`src/rtl/fetch_unit.sv`:
```
// fetch_unit -- instruction fetch stage with IF/ID pipeline register.
//
// Issues instruction-memory reads at pc, follows the branch predictor's
// next-PC, holds a skid buffer while ID stalls, and drains an in-flight
// request after a redirect so the memory handshake is never abandoned.
//
// Ports:
//   clk, reset_n          clock, asynchronous active-low reset
//   i_readM, i_address    instruction-memory request (i_address == pc)
//   i_data, i_ready       instruction-memory response
//   pc                    current fetch PC, to the predictor
//   branch_predicted_pc   predictor next-PC for pc (combinational)
//   tag_match             predictor BTB hit for pc
//   stall                 ID hazard, IF/ID must hold
//   redirect, redirect_pc mispredict/jump correction
//   if_id_*               IF/ID register contents
//   fetch_count           instructions written into IF/ID (FETCH_COUNT_EN only)
//
// Optional feature macro: FETCH_COUNT_EN adds the fetch_count output.

`ifndef WORD_SIZE
`define WORD_SIZE 16
`endif

module fetch_unit #(
    parameter logic [`WORD_SIZE-1:0] RESET_PC = 16'h0000
) (
    input  logic                  clk,
    input  logic                  reset_n,
    output logic                  i_readM,
    output logic [`WORD_SIZE-1:0] i_address,
    input  logic [`WORD_SIZE-1:0] i_data,
    input  logic                  i_ready,
    output logic [`WORD_SIZE-1:0] pc,
    input  logic [`WORD_SIZE-1:0] branch_predicted_pc,
    input  logic                  tag_match,
    input  logic                  stall,
    input  logic                  redirect,
    input  logic [`WORD_SIZE-1:0] redirect_pc,
    output logic                  if_id_valid,
    output logic [`WORD_SIZE-1:0] if_id_inst,
    output logic [`WORD_SIZE-1:0] if_id_pc,
    output logic [`WORD_SIZE-1:0] if_id_pred_pc,
    output logic                  if_id_pred_taken
`ifdef FETCH_COUNT_EN
    ,
    output logic [`WORD_SIZE-1:0] fetch_count
`endif
);

    typedef enum logic [1:0] {
        FETCH = 2'd0,
        HOLD  = 2'd1,
        DRAIN = 2'd2
    } state_t;

    state_t                  state, state_d;
    logic [`WORD_SIZE-1:0]   pc_d;
    logic [`WORD_SIZE-1:0]   pc_inc;
    logic                    pred_taken;

    logic [`WORD_SIZE-1:0]   skid_inst, skid_pc, skid_pred_pc;
    logic                    skid_taken;
    logic [`WORD_SIZE-1:0]   redir_pc_q;

    logic                    ifid_from_mem;
    logic                    ifid_from_skid;
    logic                    ifid_clear;
    logic                    skid_load;
    logic                    redir_load;

    assign i_address = pc;
    assign i_readM   = (state != HOLD);

    // 16-bit sum so 16'hFFFF + 1 wraps to 16'h0000 before the compare
    assign pc_inc     = pc + 16'd1;
    assign pred_taken = tag_match && (branch_predicted_pc != pc_inc);

    always_comb begin
        state_d        = state;
        pc_d           = pc;
        ifid_from_mem  = 1'b0;
        ifid_from_skid = 1'b0;
        ifid_clear     = 1'b0;
        skid_load      = 1'b0;
        redir_load     = 1'b0;

        unique case (state)
            FETCH: begin
                if (redirect) begin
                    ifid_clear = 1'b1;
                    if (i_ready) begin
                        pc_d = redirect_pc;
                    end else begin
                        // request still outstanding: finish it before moving pc
                        redir_load = 1'b1;
                        state_d    = DRAIN;
                    end
                end else if (i_ready) begin
                    if (!stall) begin
                        ifid_from_mem = 1'b1;
                        pc_d          = branch_predicted_pc;
                    end else begin
                        skid_load = 1'b1;
                        state_d   = HOLD;
                    end
                end else if (!stall) begin
                    ifid_clear = 1'b1;
                end
            end
            HOLD: begin
                if (redirect) begin
                    ifid_clear = 1'b1;
                    pc_d       = redirect_pc;
                    state_d    = FETCH;
                end else if (!stall) begin
                    ifid_from_skid = 1'b1;
                    pc_d           = skid_pred_pc;
                    state_d        = FETCH;
                end
            end
            DRAIN: begin
                if (redirect) begin
                    ifid_clear = 1'b1;
                    redir_load = 1'b1;
                end
                if (i_ready) begin
                    pc_d    = redirect ? redirect_pc : redir_pc_q;
                    state_d = FETCH;
                end
            end
            default: begin
                state_d = FETCH;
            end
        endcase
    end

    always_ff @(posedge clk or negedge reset_n) begin
        if (!reset_n) begin
            state            <= FETCH;
            pc               <= RESET_PC;
            if_id_valid      <= 1'b0;
            if_id_inst       <= '0;
            if_id_pc         <= '0;
            if_id_pred_pc    <= '0;
            if_id_pred_taken <= 1'b0;
            skid_inst        <= '0;
            skid_pc          <= '0;
            skid_pred_pc     <= '0;
            skid_taken       <= 1'b0;
            redir_pc_q       <= '0;
        end else begin
            state <= state_d;
            pc    <= pc_d;

            if (ifid_from_mem) begin
                if_id_valid      <= 1'b1;
                if_id_inst       <= i_data;
                if_id_pc         <= pc;
                if_id_pred_pc    <= branch_predicted_pc;
                if_id_pred_taken <= pred_taken;
            end else if (ifid_from_skid) begin
                if_id_valid      <= 1'b1;
                if_id_inst       <= skid_inst;
                if_id_pc         <= skid_pc;
                if_id_pred_pc    <= skid_pred_pc;
                if_id_pred_taken <= skid_taken;
            end else if (ifid_clear) begin
                if_id_valid <= 1'b0;
            end

            if (skid_load) begin
                skid_inst    <= i_data;
                skid_pc      <= pc;
                skid_pred_pc <= branch_predicted_pc;
                skid_taken   <= pred_taken;
            end

            if (redir_load) begin
                redir_pc_q <= redirect_pc;
            end
        end
    end

`ifdef FETCH_COUNT_EN
    always_ff @(posedge clk or negedge reset_n) begin
        if (!reset_n) begin
            fetch_count <= '0;
        end else if (ifid_from_mem || ifid_from_skid) begin
            fetch_count <= fetch_count + 16'd1;
        end
    end
`endif

endmodule

```
`config.mk`:
```
export PLATFORM = sky130hd
export DESIGN_NAME = fetch_unit
export DESIGN_NICKNAME = d
export VERILOG_FILES = /design/src/rtl/fetch_unit.sv
export SDC_FILE = /design/constraint.sdc
export NUM_CORES = 1
export LEC_CHECK = 0
export BUFFER_PORTS_ARGS = -buffer_cell sky130_fd_sc_hd__buf_2
export CAP_MARGIN = 20
export CORE_MARGIN = 2
export CORE_UTILIZATION = 25
export DETAILED_ROUTE_END_ITERATION = 6
export PLACE_DENSITY = 0.5
export SYNTH_ARGS = -nofsm -noshare
export SYNTH_HDL_FRONTEND = slang
export SYNTH_SLANG_ARGS = --single-unit
```
`constraint.sdc`:
```
create_clock -name clk -period 2.4 [get_ports clk]
set_clock_uncertainty 0.1 [all_clocks]
set_input_delay 0.6 -clock clk [delete_from_list [all_inputs] [get_ports clk]]
set_output_delay 0.6 -clock clk [all_outputs]
set_load 0.05 [all_outputs]
```
==> summary.txt <==
Outcome
  – Status: complete, no violations

Placed design
  – Placed Cells: 1,066
  – DP HPWL: 13.89 mm
  – Area after DPL: 0.007779 mm²
  – Pre-CTS setup slack: 0.04262 ns
  – GPL Wtd Cong: 0.8223
  – Input/output buffers: 136

Logic synthesis
  – Leading cell type by number of instances after synthesis: dfrtp_1
  – Top cells by area, synth: dfrtp_1, mux2_2, mux2i_1, o21ai_0, nand2_1
  – EDFF count, synth: 0
  – Primary FF master, synth: dfrtp_1
  – Syn Area/Cell: 10.66 µm²
  – Area leader, netlist: dfrtp_1
  – Syn nets: 678
  – Synth top area share: 0.5045
  – Post-synth ARST share: 1.000
  – Most instantiated cells after synthesis: dfrtp_1, nand2_1, o21ai_0, mux2_2, mux2i_1
  – Mapped Area: 0.006598 mm²
  – Post-synthesis register bit count: 133
  – Sequential area share after synthesis: 0.5045
  – Synth warn: 0
  – Synth Instances: 619
  – Distinct cell type count after synthesis: 44

Power
  – Cell Int Power: 7.127 mW
  – Sequential Power Share: 0.310
  – Power Density: 1552 mW/mm²
  – Max VDD drop: 0.7652 mV
  – Sw Pwr: 5.986 mW
  – Part of the power in the clock network: 0.220
  – Comb pwr share: 0.470
  – LEAKAGE: 3.620 nW
  – Final total power: 13.11 mW
  – Net Sw Frac: 0.4565

Global route
  – Vias in the first global route: 5,031
  – Initial antenna violation count: 1
  – Largest net degree at the start of global routing: 44
  – Grt ovf: 0
  – GRT Total Usage: 0.1351
  – Global-route wire length before repair: 28.97 mm

STA
  – Final hold slack: 0.2974 ns
  – RSZ-0062 raised after global routing: false
  – Least-Margin Pin Slew: 0.4117 ns
  – Fin crit period: 2.247 ns
  – Rel. slew slack: 0.7255
  – Fmax: 445.0 MHz
  – Final Max Slew Viols: 0
  – Setup violations, final: 0
  – Final worst path period share: 0.9364
  – Final setup margin: 0.1526 ns
  – Fin Setup TNS: 0 ns
  – Hold Fails Final Rpt: 0

Die
  – Die height: 166.5 µm
  – Die Wd: 166.5 µm
  – Rows: 59
  – Placeable Area: 0.02598 mm²
  – Total die area: 0.02771 mm²
  – I/O pins: 137
  – Starting Density: 0.2539

Finish
  – Post-layout util: 0.3251
  – Area delta synth->final: 28.03%
  – Design Area, Final: 0.008447 mm²
  – Share of cells above drive strength 1: 0.3730
  – Final nets: 810
  – Non-Filler Instances: 1,100
  – Fillers: 2,691

Critical path
  – Setup CP Type: flip-flop to output port
  – Critical Path AT: 1.55 ns
  – Startpoint Class: flip-flop
  – Max stage delay on crit path: 0.45 ns
  – Req. time, crit path: 1.70 ns
  – Crit path max-delay cell type: dfrtp_1
  – R2R Setup Slk: 0.26 ns
  – CP Cell Sequence: ha_1 > inv_1 > buf_4
  – Worst Path Max Fanout: 6
  – CP endpoint kind: output port

Clocking
  – Clock latency on the worst-skew pair: 0.42 ns
  – CTS tree: yes
  – Clock transition at path regs: 0.06 ns
  – Clock buffer count from CTS: 17
  – Sink Count: 133
  – Setup repair bufs after CTS: 0
  – Bufs on Longest Clock Path: 2
  – CTS HTree Levels: 4
  – Clk root buf: clkbuf_16

Drt
  – Drt wl/cell: 17.06 µm
  – DRT Pass-1 Iters: 4
  – Final wirelength: 18.76 mm
  – Via count: 5,069
  – Post-route ant nets: 0
  – Starting DRT DRC Count: 250
  – Drt drc: 0
  – Via/cell ratio: 4.608

Job
  – Max cap viols: 0

Worst hold path
  – Worst Hold Class: primary input to flip-flop
[layout make-up]
type	instances	area (µm²)	area share
antenna	1	2.502	0.0002963
multi-input combinational	417	2948	0.3490
tap	335	419.2	0.04962
timing repair buffer	173	1057	0.1252
clock buffer	17	425.4	0.05036
clock inverter	15	226.5	0.02681
inverter	9	33.78	0.003999
sequential	133	3334	0.3948
[per-layer routing]
layer / wire [µm] / track usage / vias up
met4: 333 / 0.04460 / 0
met1: 8931 / 0.1807 / 2469
met5: 0 / 0 / -
li1: - / - / 2457
met2: 8663 / 0.2125 / 121
met3: 834 / 0.03612 / 22
[placed cells by master, fill, tap and decap left out, types with 2 or more instances in the layout]
cell,instances
a211oi_1,14
a21oi_1,25
a221oi_1,2
a22oi_1,16
a31oi_1,5
and3_2,2
buf_12,7
buf_2,134
buf_4,30
bufinv_16,5
clkbuf_16,17
clkinv_2,2
clkinv_4,2
clkinvlp_4,3
dfrtp_1,128
dfrtp_2,5
ha_1,5
inv_1,9
inv_6,3
mux2_2,64
mux2i_1,50
nand2_1,74
nand3_1,7
nand3b_1,4
nand4_1,3
nor2_1,25
nor2b_1,2
nor3_1,6
nor4_1,2
o21a_1,2
o21ai_0,71
or3_1,3
xnor2_1,12
xor2_1,6
[critical path, delay by kind of cell (launching register included)]
| family | cells | cell delay, ns |
|---|---|---|
| adder cells (fa/ha/maj) | 1 | 0.26 |
| buffers and inverters | 2 | 0.42 |
| flip-flops | 1 | 0.45 |
[worst paths after layout]
path / start / end / depth (start not counted)
worst max-delay path: state[0] / i_readM / 3
worst min-delay path: i_data[11] / if_id_inst[11] / 3
worst max register to register: i_address[1] / if_id_pred_taken / 7
worst min register to register: skid_pc[8] / skid_pc[8] / 2
max in group asynchronous: reset_n / redir_pc_q[12] / 3
min in group asynchronous: reset_n / if_id_inst[8] / 2
[sequential cells by signal, indices dropped and copies added, names as in the netlist]
name	count
redir_pc_q	16
if_id_inst	16
skid_inst	16
skid_pred_pc	16
i_address	16
state	2
if_id_pred_pc	16
if_id_pred_taken	1
if_id_pc	16
if_id_valid	1
skid_pc	16
skid_taken	1
[power by group through the flow]
stage	Sequential, mW	Clock, mW	Combinational (mW)
global route	4.22	3.06	6.57
detailed placement	4.11	0	6.20
global placement	4.08	0	6.13
floorplan	5.67	0	2.93
finish	4.07	2.89	6.16
CTS	4.08	2.96	6.21
[logic make-up (layout without fill, tap and decap cells)]
group	Yosys count	after routing	share of synthesized area
AO/OA/AOI/OAI	143	143	0.1301
AND/OR/NAND/NOR	137	137	0.09559
flip-flops	133	133	0.5045
multiplexers	114	114	0.1851
buffers and inverters	69	214	0.05139
XOR/XNOR	18	18	0.02390
adder cells (fa/ha/maj)	5	5	0.009482
other	0	1	0
[what timing repair did]
action | 4_1_cts | 5_1_grt
resized for setup | 0 | 3
hold buffers | 1 | 0
endpoints found under the hold margin | 33 | 0
setup endpoints to repair | 0 | 2
(Power assumes the default switching activity.)
